### config.mk
export PLATFORM = sky130hd
export DESIGN_NAME = mem_stage
export DESIGN_NICKNAME = d
export VERILOG_FILES = /design/src/rtl/mem_stage.sv
export SDC_FILE = /design/constraint.sdc
export NUM_CORES = 1
export LEC_CHECK = 0
export CAP_MARGIN = 20
export CORE_MARGIN = 2
export CORE_UTILIZATION = 49
export DETAILED_ROUTE_END_ITERATION = 16
export GPL_ROUTABILITY_DRIVEN = 1
export PLACE_DENSITY = 0.95
export SETUP_SLACK_MARGIN = 0.05
export SKIP_LAST_GASP = 1
export SLEW_MARGIN = 20
export SYNTH_ARGS = -nofsm -noshare
export SYNTH_HDL_FRONTEND = slang
export SYNTH_SLANG_ARGS = --single-unit
### constraint.sdc
create_clock -name clk -period 7.2 [get_ports clk]
set_input_delay 1.44 -clock clk [delete_from_list [all_inputs] [get_ports clk]]
set_output_delay 1.44 -clock clk [all_outputs]
set_load 0.02 [all_outputs]
### src/rtl/mem_stage.sv
// rtl/mem_stage.sv - memory access stage: load/store bus FSM and MEM/WB register.
// Optional `MEM_MISALIGN_CHECK_EN turns unaligned loads/stores into exception code 4.
module mem_stage (
    input  logic        clk,
    input  logic        reset,
    input  logic        stall,
    input  logic        flush,
    input  logic [29:0] ex_pc,
    input  logic        ex_en,
    input  logic [1:0]  ex_mem_op,
    input  logic [31:0] ex_mem_wr_data,
    input  logic [4:0]  ex_dst_addr,
    input  logic        ex_gpr_we_,
    input  logic [2:0]  ex_exp_code,
    input  logic [31:0] ex_out,
    output logic        bus_as,
    output logic        bus_rw,
    output logic [29:0] bus_addr,
    output logic [31:0] bus_wr_data,
    input  logic [31:0] bus_rd_data,
    input  logic        bus_rdy,
    output logic        busy,
    output logic [31:0] fwd_data,
    output logic [29:0] mem_pc,
    output logic        mem_en,
    output logic [4:0]  mem_dst_addr,
    output logic        mem_gpr_we_,
    output logic [2:0]  mem_exp_code,
    output logic [31:0] mem_out
);
    localparam logic [1:0] OP_LOAD     = 2'b01;
    localparam logic [1:0] OP_STORE    = 2'b10;
    localparam logic [2:0] EXP_MISALGN = 3'h4;

    typedef enum logic [1:0] {IDLE, ACCESS, HOLD} state_t;

    state_t      state_q;
    logic        req_rw_q;
    logic [29:0] req_addr_q;
    logic [31:0] req_wr_data_q;
    logic [31:0] rd_data_q;
    logic        discard_q;

    logic [29:0] mem_pc_q;
    logic        mem_en_q;
    logic [4:0]  mem_dst_addr_q;
    logic        mem_gpr_we_q;
    logic [2:0]  mem_exp_code_q;
    logic [31:0] mem_out_q;

    logic is_mem_op;
    logic misalign;
    logic access_req;
    logic start;
    logic in_access;
    logic done;
    logic load_sel;
    logic discard_done;

    assign is_mem_op = ex_en && (ex_mem_op == OP_LOAD || ex_mem_op == OP_STORE)
                       && (ex_exp_code == 3'd0);
`ifdef MEM_MISALIGN_CHECK_EN
    assign misalign = is_mem_op && (ex_out[1:0] != 2'b00);
`else
    assign misalign = 1'b0;
`endif
    assign access_req   = is_mem_op && !misalign;
    assign start        = (state_q == IDLE) && access_req;
    assign in_access    = (state_q == ACCESS);
    assign done         = (start || in_access) && bus_rdy;
    assign load_sel     = start ? (ex_mem_op == OP_LOAD) : req_rw_q;
    assign discard_done = in_access && bus_rdy && discard_q;

    // Once in ACCESS the request comes from the latched copy so the bus stays stable.
    assign bus_as      = start || in_access;
    assign bus_rw      = in_access ? req_rw_q      : (ex_mem_op == OP_LOAD);
    assign bus_addr    = in_access ? req_addr_q    : ex_out[31:2];
    assign bus_wr_data = in_access ? req_wr_data_q : ex_mem_wr_data;
    assign busy        = (start || in_access) && !bus_rdy;

    always_comb begin
        fwd_data = ex_out;
        if (done && load_sel) begin
            fwd_data = bus_rd_data;
        end else if (state_q == HOLD && req_rw_q) begin
            fwd_data = rd_data_q;
        end
    end

    always_ff @(posedge clk) begin
        if (reset) begin
            state_q       <= IDLE;
            req_rw_q      <= 1'b0;
            req_addr_q    <= 30'd0;
            req_wr_data_q <= 32'd0;
            rd_data_q     <= 32'd0;
            discard_q     <= 1'b0;
        end else begin
            case (state_q)
                IDLE: begin
                    if (access_req) begin
                        req_rw_q      <= (ex_mem_op == OP_LOAD);
                        req_addr_q    <= ex_out[31:2];
                        req_wr_data_q <= ex_mem_wr_data;
                        if (bus_rdy) begin
                            rd_data_q <= bus_rd_data;
                            discard_q <= 1'b0;
                            state_q   <= (stall && !flush) ? HOLD : IDLE;
                        end else begin
                            discard_q <= flush;
                            state_q   <= ACCESS;
                        end
                    end
                end
                ACCESS: begin
                    // A flush never aborts the bus cycle; it only marks the result as dead.
                    if (flush) begin
                        discard_q <= 1'b1;
                    end
                    if (bus_rdy) begin
                        rd_data_q <= bus_rd_data;
                        discard_q <= 1'b0;
                        state_q   <= (stall && !flush && !discard_q) ? HOLD : IDLE;
                    end
                end
                HOLD: begin
                    if (flush || !stall) begin
                        state_q <= IDLE;
                    end
                end
                default: state_q <= IDLE;
            endcase
        end
    end

    always_ff @(posedge clk) begin
        if (reset) begin
            mem_pc_q       <= 30'd0;
            mem_en_q       <= 1'b0;
            mem_dst_addr_q <= 5'd0;
            mem_gpr_we_q   <= 1'b1;
            mem_exp_code_q <= 3'd0;
            mem_out_q      <= 32'd0;
        end else if (flush || discard_done) begin
            mem_pc_q       <= 30'd0;
            mem_en_q       <= 1'b0;
            mem_dst_addr_q <= 5'd0;
            mem_gpr_we_q   <= 1'b1;
            mem_exp_code_q <= 3'd0;
            mem_out_q      <= 32'd0;
        end else if (!(stall || busy)) begin
            mem_pc_q       <= ex_pc;
            mem_en_q       <= ex_en;
            mem_dst_addr_q <= ex_dst_addr;
            mem_gpr_we_q   <= misalign ? 1'b1 : ex_gpr_we_;
            mem_exp_code_q <= misalign ? EXP_MISALGN : ex_exp_code;
            mem_out_q      <= fwd_data;
        end
    end

    assign mem_pc       = mem_pc_q;
    assign mem_en       = mem_en_q;
    assign mem_dst_addr = mem_dst_addr_q;
    assign mem_gpr_we_  = mem_gpr_we_q;
    assign mem_exp_code = mem_exp_code_q;
    assign mem_out      = mem_out_q;
endmodule
==> results.txt, run 1 <==
Root buf cell - clkbuf_16
Crit-path cells - clkdlybuf4s50_1 > inv_1 > ha_1 > nor4b_1 > a22o_2 > nand2_1 > buf_4 > a21oi_1 > clkdlybuf4s50_1
Top Family by Delay on Critical Path - buffers and inverters
Period utilization - 84.5%
Status - completed
Final Max Slew Viols - 0
Worst Hold Margin - 0.454 ns
Largest area contributor in the netlist - dfxtp_1
Relative slew slack - 26.6%
Die area - 0.0187 mm2
Cells resized by post-CTS repair - 0
Final nets - 1551
Setup Buffers After CTS - 0
Hold path cells - 2
Grt total ovfl - 0
Synth cell types - 39
Ys async rst share - 0%
Pwr per Cell Area - 188 mW/mm2
Rows - 48
DRT Pass-1 Iters - 8
Endpoint type of the worst setup path - output pin
Post-synth net total - 1323
Worst-Skew Late Latency - 0.43 ns
Most frequent CP cell - clkdlybuf4s50_1
First-pass GRT wire length - 48100 um
Synth Cell Area - 0.00863 mm2
1st-iter DRT viols - 995
Vias in the first global route - 9104
Reg2Reg Depth - 5
Combinational share of power - 17.7%
Initial Utilization - 50.0%
Clock skew - 0.00872 ns
Post-DRT Antenna Nets - 0
Post-Route WL - 31800 um
DRC errors left - 0
Kind of critical path - primary input to output pin
R2r setup slk - 4.45 ns
CP Buf/Inv Count - 4
Final hold vios - 0
Synth area leaders - dfxtp_1 (39%), nand2_1 (17%), a21oi_1 (9.8%)
Synth Instances - 1179
Worst-Margin Slew - 1.10 ns
IO buf count - 311
NetSw - 0.646 mW
Die Y - 137 um
Worst setup SP type - primary input
Largest net degree at the start of global routing - 105
Die Wd - 137 um
Core area - 0.0172 mm2
Clock Tree Buf Depth - 2
Post-synthesis sequential area ratio - 39.5%
Cell Int Power - 1.66 mW
WHS Endpoint - mem_dst_addr[1]
CP required - 5.76 ns
Vias per std cell - 5.95
CTS tree - done
Max Fanout on Critical Path - 17
Clock tree sinks - 170
I/O pin cnt - 312
Diodes inserted - 0
Hold Buf Count CTS - 0
Post-layout min period - 6.09 ns
Maxcap violations - 0
Initial antenna violation count - 0
RePlAce Congestion - 0.912
Most used DFF post-synth - dfxtp_1
Slowest cell delay on critical path - 0.64 ns
Number of buffers created by CTS - 17
Clock transition at path regs - 0.07 ns
Reg-to-reg startpoint - state_q[0]
FMAX - 164 MHz
Area growth syn-to-layout - 42.3%
Sw frac - 28.0%
Min-delay src - mem_dst_addr[1]
Fin Setup TNS - 0 ns
Share of layout cells above drive strength 1 - 6.62%
Final setup vio count - 0
Most common cell in the netlist - nand2_1
Post-synthesis area per instance - 7.32 um2
Seq pwr share - 42.0%
Yosys reg bits - 170
VDD IR max - 0.000162 V
Leak - 4.59 nW
CP max stage cell - clkdlybuf4s50_1
Dpl hpwl - 21200 um
Commonest cells in the netlist - nand2_1 (398), dfxtp_1 (170), a21oi_1 (169)
RSZ-0062 raised after global routing - no
HP Class - register to register
R2R Path End - mem_out[0]
Via count - 9782
Final Util - 71.2%
Number of synthesized flops with an enable pin - 0
WL/cell - 19.3 um
Syn. warnings - 0
Clock power frac - 40.3%
Synth top area share - 39.5%
CTS H-Tree Depth - 4
Worst EP arrival - 4.65 ns
Gr usage total - 33.0%
## placed cells by master (no fill, tap or decap), types with 3 or more instances in the layout
master / n
buf_4: 17
clkdlybuf4s50_1: 310
nand3_1: 65
clkbuf_16: 17
nor2_1: 3
nand4_1: 32
o21ai_0: 32
nand2_1: 398
nor3_1: 34
a21oi_1: 168
nand3b_1: 33
dfxtp_1: 170
a2111oi_2: 28
clkinv_4: 5
inv_6: 3
mux2i_1: 32
nor3b_1: 32
a2111oi_0: 5
## area by class of cell
cell class	instances	area [um2]
clock buffers	18	429
clock inverters	14	163
fillers	1292	4960
inverters	2	7.51
multi-input cells	887	4720
flip-flops and latches	170	3400
well taps	225	282
repair buffers	329	3270
## worst max-delay path by stage
stage                     depth (start not counted)         start      endpoint  slack [ns]
final                                             9  ex_mem_op[1]  fwd_data[22]        1.11
after global routing                              9  ex_mem_op[1]  fwd_data[22]        0.92
after CTS                                         9  ex_mem_op[1]  fwd_data[22]        1.12
after detailed placement                          9  ex_mem_op[1]  fwd_data[22]        1.14
after global placement                            9  ex_mem_op[1]  fwd_data[22]        1.25
after floorplan                                   8  ex_mem_op[1]   fwd_data[0]        2.68
## per-stage QoR
step / total power [mW] / cell area, um2 / setup WS [ns] / std cells
6_report: 2.31 / 12300 / 1.11 / 1645
5_1_grt: 2.37 / 12300 / 0.920 / 1645
4_1_cts: 2.31 / 12300 / 1.12 / 1645
3_5_place_dp: 1.40 / 11700 / 1.14 / 1613
3_3_place_gp: 1.39 / 11700 / 1.25 / 1612
2_1_floorplan: 1.18 / 8630 / 2.68 / 1179
## metal layers
layer	global-route usage [%]	routed length, um	vias up
met5	0	0	-
met4	17.1	1550	0
met3	8.26	3240	100
met2	55.0	15400	589
met1	39.1	11600	4590
li1	-	-	4503
## cells by family (layout without fill, tap and decap cells)
kind of cell	count (synthesis)	in the layout	share of synthesized area, %
DFF	170	170	39.5
and+or+nand+nor	613	613	32.5
AOI/OAI and AO/OA	241	241	17.8
adders and majority gates	1	1	0.145
buffers and inverters	122	363	6.43
muxes	32	32	3.71
## power groups by stage
stage	sequential (mW)	clock (mW)	combinational, mW
floorplan	1.01	0	0.169
CTS	0.971	0.938	0.405
detailed placement	0.993	0	0.403
global route	0.973	0.969	0.430
finish	0.972	0.931	0.408
global placement	0.991	0	0.397
## sequential cells by signal, indices dropped and copies added (netlist names), 2 cells and up
register / cells
mem_dst_addr: 5
mem_exp_code: 3
mem_out: 32
mem_pc: 30
rd_data_q: 32
req_addr_q: 30
req_wr_data_q: 32
state_q: 2
## worst reg2reg max path, cell delays in order (launching register included)
cell	delay (ns)
dfxtp_1	0.62
and4b_1	0.27
buf_4	0.41
or2_4	0.86
a2111oi_0	0.27
nand3b_1	0.21
Power figures use the tool's default switching activity.
==> run 2, diff against run 1 <==
CORE_UTILIZATION = 45   (was 49)
PLACE_DENSITY = 0.91   (was 0.95)
clock period = 5.97 ns   (was 7.2 ns; I/O delays follow)
==> run 2 against run 1 <==
Compared with the run above:
- wire length shrank 1.4%
- global-route usage is 2.9 points lower
- worst setup slack worse by 0.51 ns
- clock skew increased by 0.00067 ns
- sequential cell count did not move
- clock-buffer cell count did not move
- core utilization fell by 5.9 points
- non-clock buffer count shrank 1
- combinational power grew 21%
- sequential power up 20%
- final cell count is 0.43% higher
- critical path depth stayed put
==> results.txt, run 2 (same netlist as run 1, synthesis figures left out) <==
Setup crit end - fwd_data[1]
Final hold vios - 0
Period utilization - 89.9%
Overall Power - 2.76 mW
Post-layout min period - 5.36 ns
Reg-to-reg startpoint - state_q[0]
Leak - 4.57 nW
Endpoint type of the worst setup path - output pin
Largest net degree at the start of global routing - 99
CTS tree - done
CTS H-Tree Depth - 4
Status - completed
Maxcap violations - 0
DRC errors left - 0
Relative slew slack - 25.1%
Hold Buf Count CTS - 0
Worst setup SP type - primary input
Final nets - 1550
Root buf cell - clkbuf_16
Sw frac - 27.7%
Clock skew - 0.00938 ns
Clock tree sinks - 170
Vias per std cell - 5.81
Diodes inserted - 0
Register area - 0.00340 mm2
Cell Int Power - 2.00 mW
Combinational share of power - 17.8%
Worst EP arrival - 4.17 ns
Setup Buffers After CTS - 0
Most common cell after layout, fill and taps aside - nand2_1
Worst-Skew Late Latency - 0.42 ns
Number of buffers created by CTS - 17
Share of layout cells above drive strength 1 - 6.49%
DRT Pass-1 Iters - 6
Grt total ovfl - 0
Die area - 0.0203 mm2
Vias in the first global route - 8844
Die Y - 142 um
Fin worst setup slack - 0.606 ns
R2r setup slk - 3.18 ns
Fin cells - 1652
VDD IR max - 0.000184 V
Clock transition at path regs - 0.06 ns
Rows - 50
Final Max Slew Viols - 0
Initial Utilization - 46.0%
WL/cell - 19.0 um
Final Util - 65.3%
R2R Path End - mem_out[31]
Layout filler cell count - 1567
Initial antenna violation count - 0
Post-Place Worst Slack - 0.652 ns
I/O pin cnt - 312
Post-DRT Antenna Nets - 0
Critical path startpoint - ex_mem_op[1]
Clock power frac - 39.8%
1st-iter DRT viols - 729
Core area - 0.0188 mm2
CP required - 4.78 ns
Via count - 9597
Pwr per Cell Area - 225 mW/mm2
Dpl hpwl - 20800 um
RePlAce Congestion - 0.908
Area growth syn-to-layout - 42.1%
Fin Setup TNS - 0 ns
Commonest non-fill, non-tap cells in the layout - nand2_1 (398), clkdlybuf4s50_1 (310), dfxtp_1 (170), a21oi_1 (168), nand3_1 (65)
IO buf count - 311
Clock Tree Buf Depth - 2
Max Fanout on Critical Path - 22
NetSw - 0.764 mW
Kind of critical path - primary input to output pin
Final setup vio count - 0
Area of the multi-input gates - 0.00473 mm2
FMAX - 186 MHz
Placed cells - 1621
Cells resized by post-CTS repair - 0
First-pass GRT wire length - 48200 um
HP Class - register to register
Worst-Margin Slew - 1.12 ns
Post-Route WL - 31300 um
Die Wd - 142 um
Reg2Reg Depth - 5
Seq pwr share - 42.4%
Gr usage total - 30.1%
RSZ-0062 raised after global routing - no
==> run 2: cell count changes in the layout (fill, tap and decap cells not counted), sizes merged <==
cell	before	now
inv	7	6
buf	19	18
clkinv	7	5
clkinvlp	0	2
==> run 2: metrics by stage <==
stage	area (um2)	hold slack, ns
after floorplan	8630	0.437
after global placement	11700	0.440
after detailed placement	11700	0.446
after CTS	12300	0.455
after global routing	12300	0.470
final	12300	0.455
==> run 2: worst max-delay path, stage by stage <==
cell	delay [ns]
clkdlybuf4s50_1	0.45
inv_1	0.04
ha_1	0.29
nor4b_1	0.44
a22o_2	0.23
nand2_1	0.33
buf_4	0.38
a21oi_1	0.17
clkdlybuf4s50_1	0.64
==> run 2: final cells by class <==
class | count | area share [%]
Clock buffer | 18 | 3.50
Tap cell | 234 | 2.39
Clock inverter | 13 | 1.16
Sequential cell | 170 | 27.8
Multi-Input combinational cell | 887 | 38.6
Inverter | 2 | 0.0612
Timing Repair Buffer | 328 | 26.5
==> run 2: metal layers <==
metal / up-vias / share of wire [%] / track usage [%]
li1: 4510 / - / -
met1: 4450 / 38 / 36.7
met2: 536 / 48 / 49.5
met3: 101 / 9.6 / 7.34
met4: 0 / 4.8 / 15.0
met5: - / 0 / 0
==> run 2: worst min-delay path by stage <==
stage                         start              end  slack (ns)  cells past startpoint
finish               req_addr_q[12]   req_addr_q[12]        0.46                      2
CTS                      mem_pc[15]       mem_pc[15]        0.45                      2
global placement          mem_pc[8]        mem_pc[8]        0.44                      2
detailed placement       mem_pc[15]       mem_pc[15]        0.45                      2
global route        mem_dst_addr[4]  mem_dst_addr[4]        0.47                      2
floorplan             req_addr_q[0]    req_addr_q[0]        0.44                      2
==> run 2: power by group through the flow <==
stage	logic, mW	clock network, mW	registers (mW)
global route	0.520	1.16	1.17
finish	0.492	1.10	1.17
CTS	0.489	1.11	1.17
floorplan	0.204	0	1.21
global placement	0.482	0	1.20
detailed placement	0.486	0	1.20
==> run 3, diff against run 2 <==
PLACE_DENSITY = 0.79   (was 0.91)
==> run 3 against run 2 <==
Compared with the run above:
- final cell count increased by 0.42%
- worst setup slack improved by 0.015 ns
- via count decreased by 0.53%
- hold slack got worse by 0.0012 ns
- total power increased by 0.67%
- die area unchanged
- sequential cell count unchanged
- critical endpoint is now fwd_data[17]
- clock-buffer cell count increased by 1
- core utilization increased by 0.61 points
- wire length increased by 0.43%
- sequential share of layout area decreased by 0.26 points
==> results.txt, run 3 (same netlist as run 1, synthesis figures left out) <==
Status - completed
Min-delay src - mem_pc[12]
Post-DRT Antenna Nets - 0
RePlAce Congestion - 0.883
CP max stage cell - clkdlybuf4s50_1
Final Max Slew Viols - 0
First-pass GRT wire length - 47900 um
Final Util - 65.9%
Largest net degree at the start of global routing - 73
R2R Path End - mem_out[22]
Maxcap violations - 0
Slowest cell delay on critical path - 0.62 ns
Clock skew - 0.0127 ns
Number of buffers created by CTS - 17
1st-iter DRT viols - 793
Fin worst setup slack - 0.621 ns
Die Y - 142 um
Post-Place Worst Slack - 0.667 ns
CTS H-Tree Depth - 4
Endpoint type of the worst setup path - output pin
Final hold vios - 0
Vias in the first global route - 8924
Relative slew slack - 24.9%
Root buf cell - clkbuf_16
Max Fanout on Critical Path - 22
Final setup vio count - 0
IO buf count - 311
CTS tree - done
VDD IR max - 0.000198 V
Vias per std cell - 5.75
Via count - 9546
Worst EP arrival - 4.16 ns
RSZ-0062 raised after global routing - no
Die Wd - 142 um
Worst-Skew Late Latency - 0.44 ns
Pwr per Cell Area - 225 mW/mm2
CP required - 4.78 ns
Most common cell after layout, fill and taps aside - nand2_1
Cells resized by post-CTS repair - 0
FMAX - 187 MHz
Hold path cells - 2
Post-layout min period - 5.35 ns
Rows - 50
Worst Hold Margin - 0.454 ns
Post-Route WL - 31500 um
Grt total ovfl - 0
Reg-to-reg startpoint - state_q[1]
Gr usage total - 30.0%
Core area - 0.0188 mm2
Period utilization - 89.6%
Dpl hpwl - 21000 um
DP Area - 0.0118 mm2
Die area - 0.0203 mm2
Top Family by Delay on Critical Path - buffers and inverters
DRT Pass-1 Iters - 5
R2r setup slk - 3.15 ns
WL/cell - 19.0 um
Setup Buffers After CTS - 0
WHS Endpoint - mem_pc[12]
I/O pin cnt - 312
Leak - 4.62 nW
Area growth syn-to-layout - 43.4%
Clock Tree Buf Depth - 2
DRC errors left - 0
Worst-Margin Slew - 1.13 ns
Layout Cell Area excl Fill - 0.0124 mm2
Share of layout cells above drive strength 1 - 7.09%
CP Buf/Inv Count - 4
Commonest non-fill, non-tap cells in the layout - nand2_1 (398), clkdlybuf4s50_1 (310), dfxtp_1 (170), a21oi_1 (168), nand3_1 (65)
Hold Buf Count CTS - 0
Final nets - 1556
Worst setup SP type - primary input
Initial Utilization - 46.0%
Clock tree sinks - 170
Initial antenna violation count - 0
Diodes inserted - 0
Clock transition at path regs - 0.07 ns
Most frequent CP cell - clkdlybuf4s50_1
Fin Setup TNS - 0 ns
Reg2Reg Depth - 6
Kind of critical path - primary input to output pin
HP Class - register to register
Crit-path cells - clkdlybuf4s50_1 > inv_1 > ha_1 > nor4b_1 > a22o_2 > nand2_1 > buf_4 > a21oi_1 > clkdlybuf4s50_1
## run 3: worst reg2reg max path, delay by kind of cell, from the launching register on
family,cells,cell delay (ns)
AO/OA/AOI/OAI,1,0.76
AND/OR/NAND/NOR,3,0.94
flip-flops,1,0.44
buffers and inverters,2,0.63
## run 3: worst max-delay path by stage
stage | cells after the start | end | start | slack (ns)
4_1_cts | 9 | fwd_data[3] | ex_mem_op[1] | 0.64
2_1_floorplan | 8 | fwd_data[0] | ex_mem_op[1] | 1.95
3_5_place_dp | 9 | fwd_data[3] | ex_mem_op[1] | 0.67
5_1_grt | 9 | fwd_data[5] | ex_mem_op[1] | 0.48
3_3_place_gp | 9 | fwd_data[7] | ex_mem_op[1] | 0.77
6_report | 9 | fwd_data[17] | ex_mem_op[1] | 0.62
## run 3: power breakdown
| group | internal (mW) | switching, mW |
|---|---|---|
| clock network | 0.608 | 0.507 |
| logic | 0.225 | 0.270 |
| registers | 1.16 | 0.0128 |
## run 3: final cells by class
type | count | area [um2]
inverter | 2 | 7.51
fill | 1646 | 6390
sequential | 170 | 3400
clock buffer | 19 | 453
multi-input combinational | 887 | 4730
timing repair buffer | 334 | 3350
clock inverter | 13 | 133
tap | 234 | 293
## run 3: per-layer routing
metal | global-route usage (%) | share of wire, %
met1 | 37.0 | 39
met4 | 12.6 | 3.7
met5 | 0 | 0
met2 | 50.0 | 48
met3 | 7.60 | 9.3
## run 3: per-stage QoR
step | total power, mW | instances
2_1_floorplan | 1.42 | 1179
3_3_place_gp | 1.68 | 1626
3_5_place_dp | 1.69 | 1627
4_1_cts | 2.78 | 1659
5_1_grt | 2.87 | 1659
6_report | 2.78 | 1659
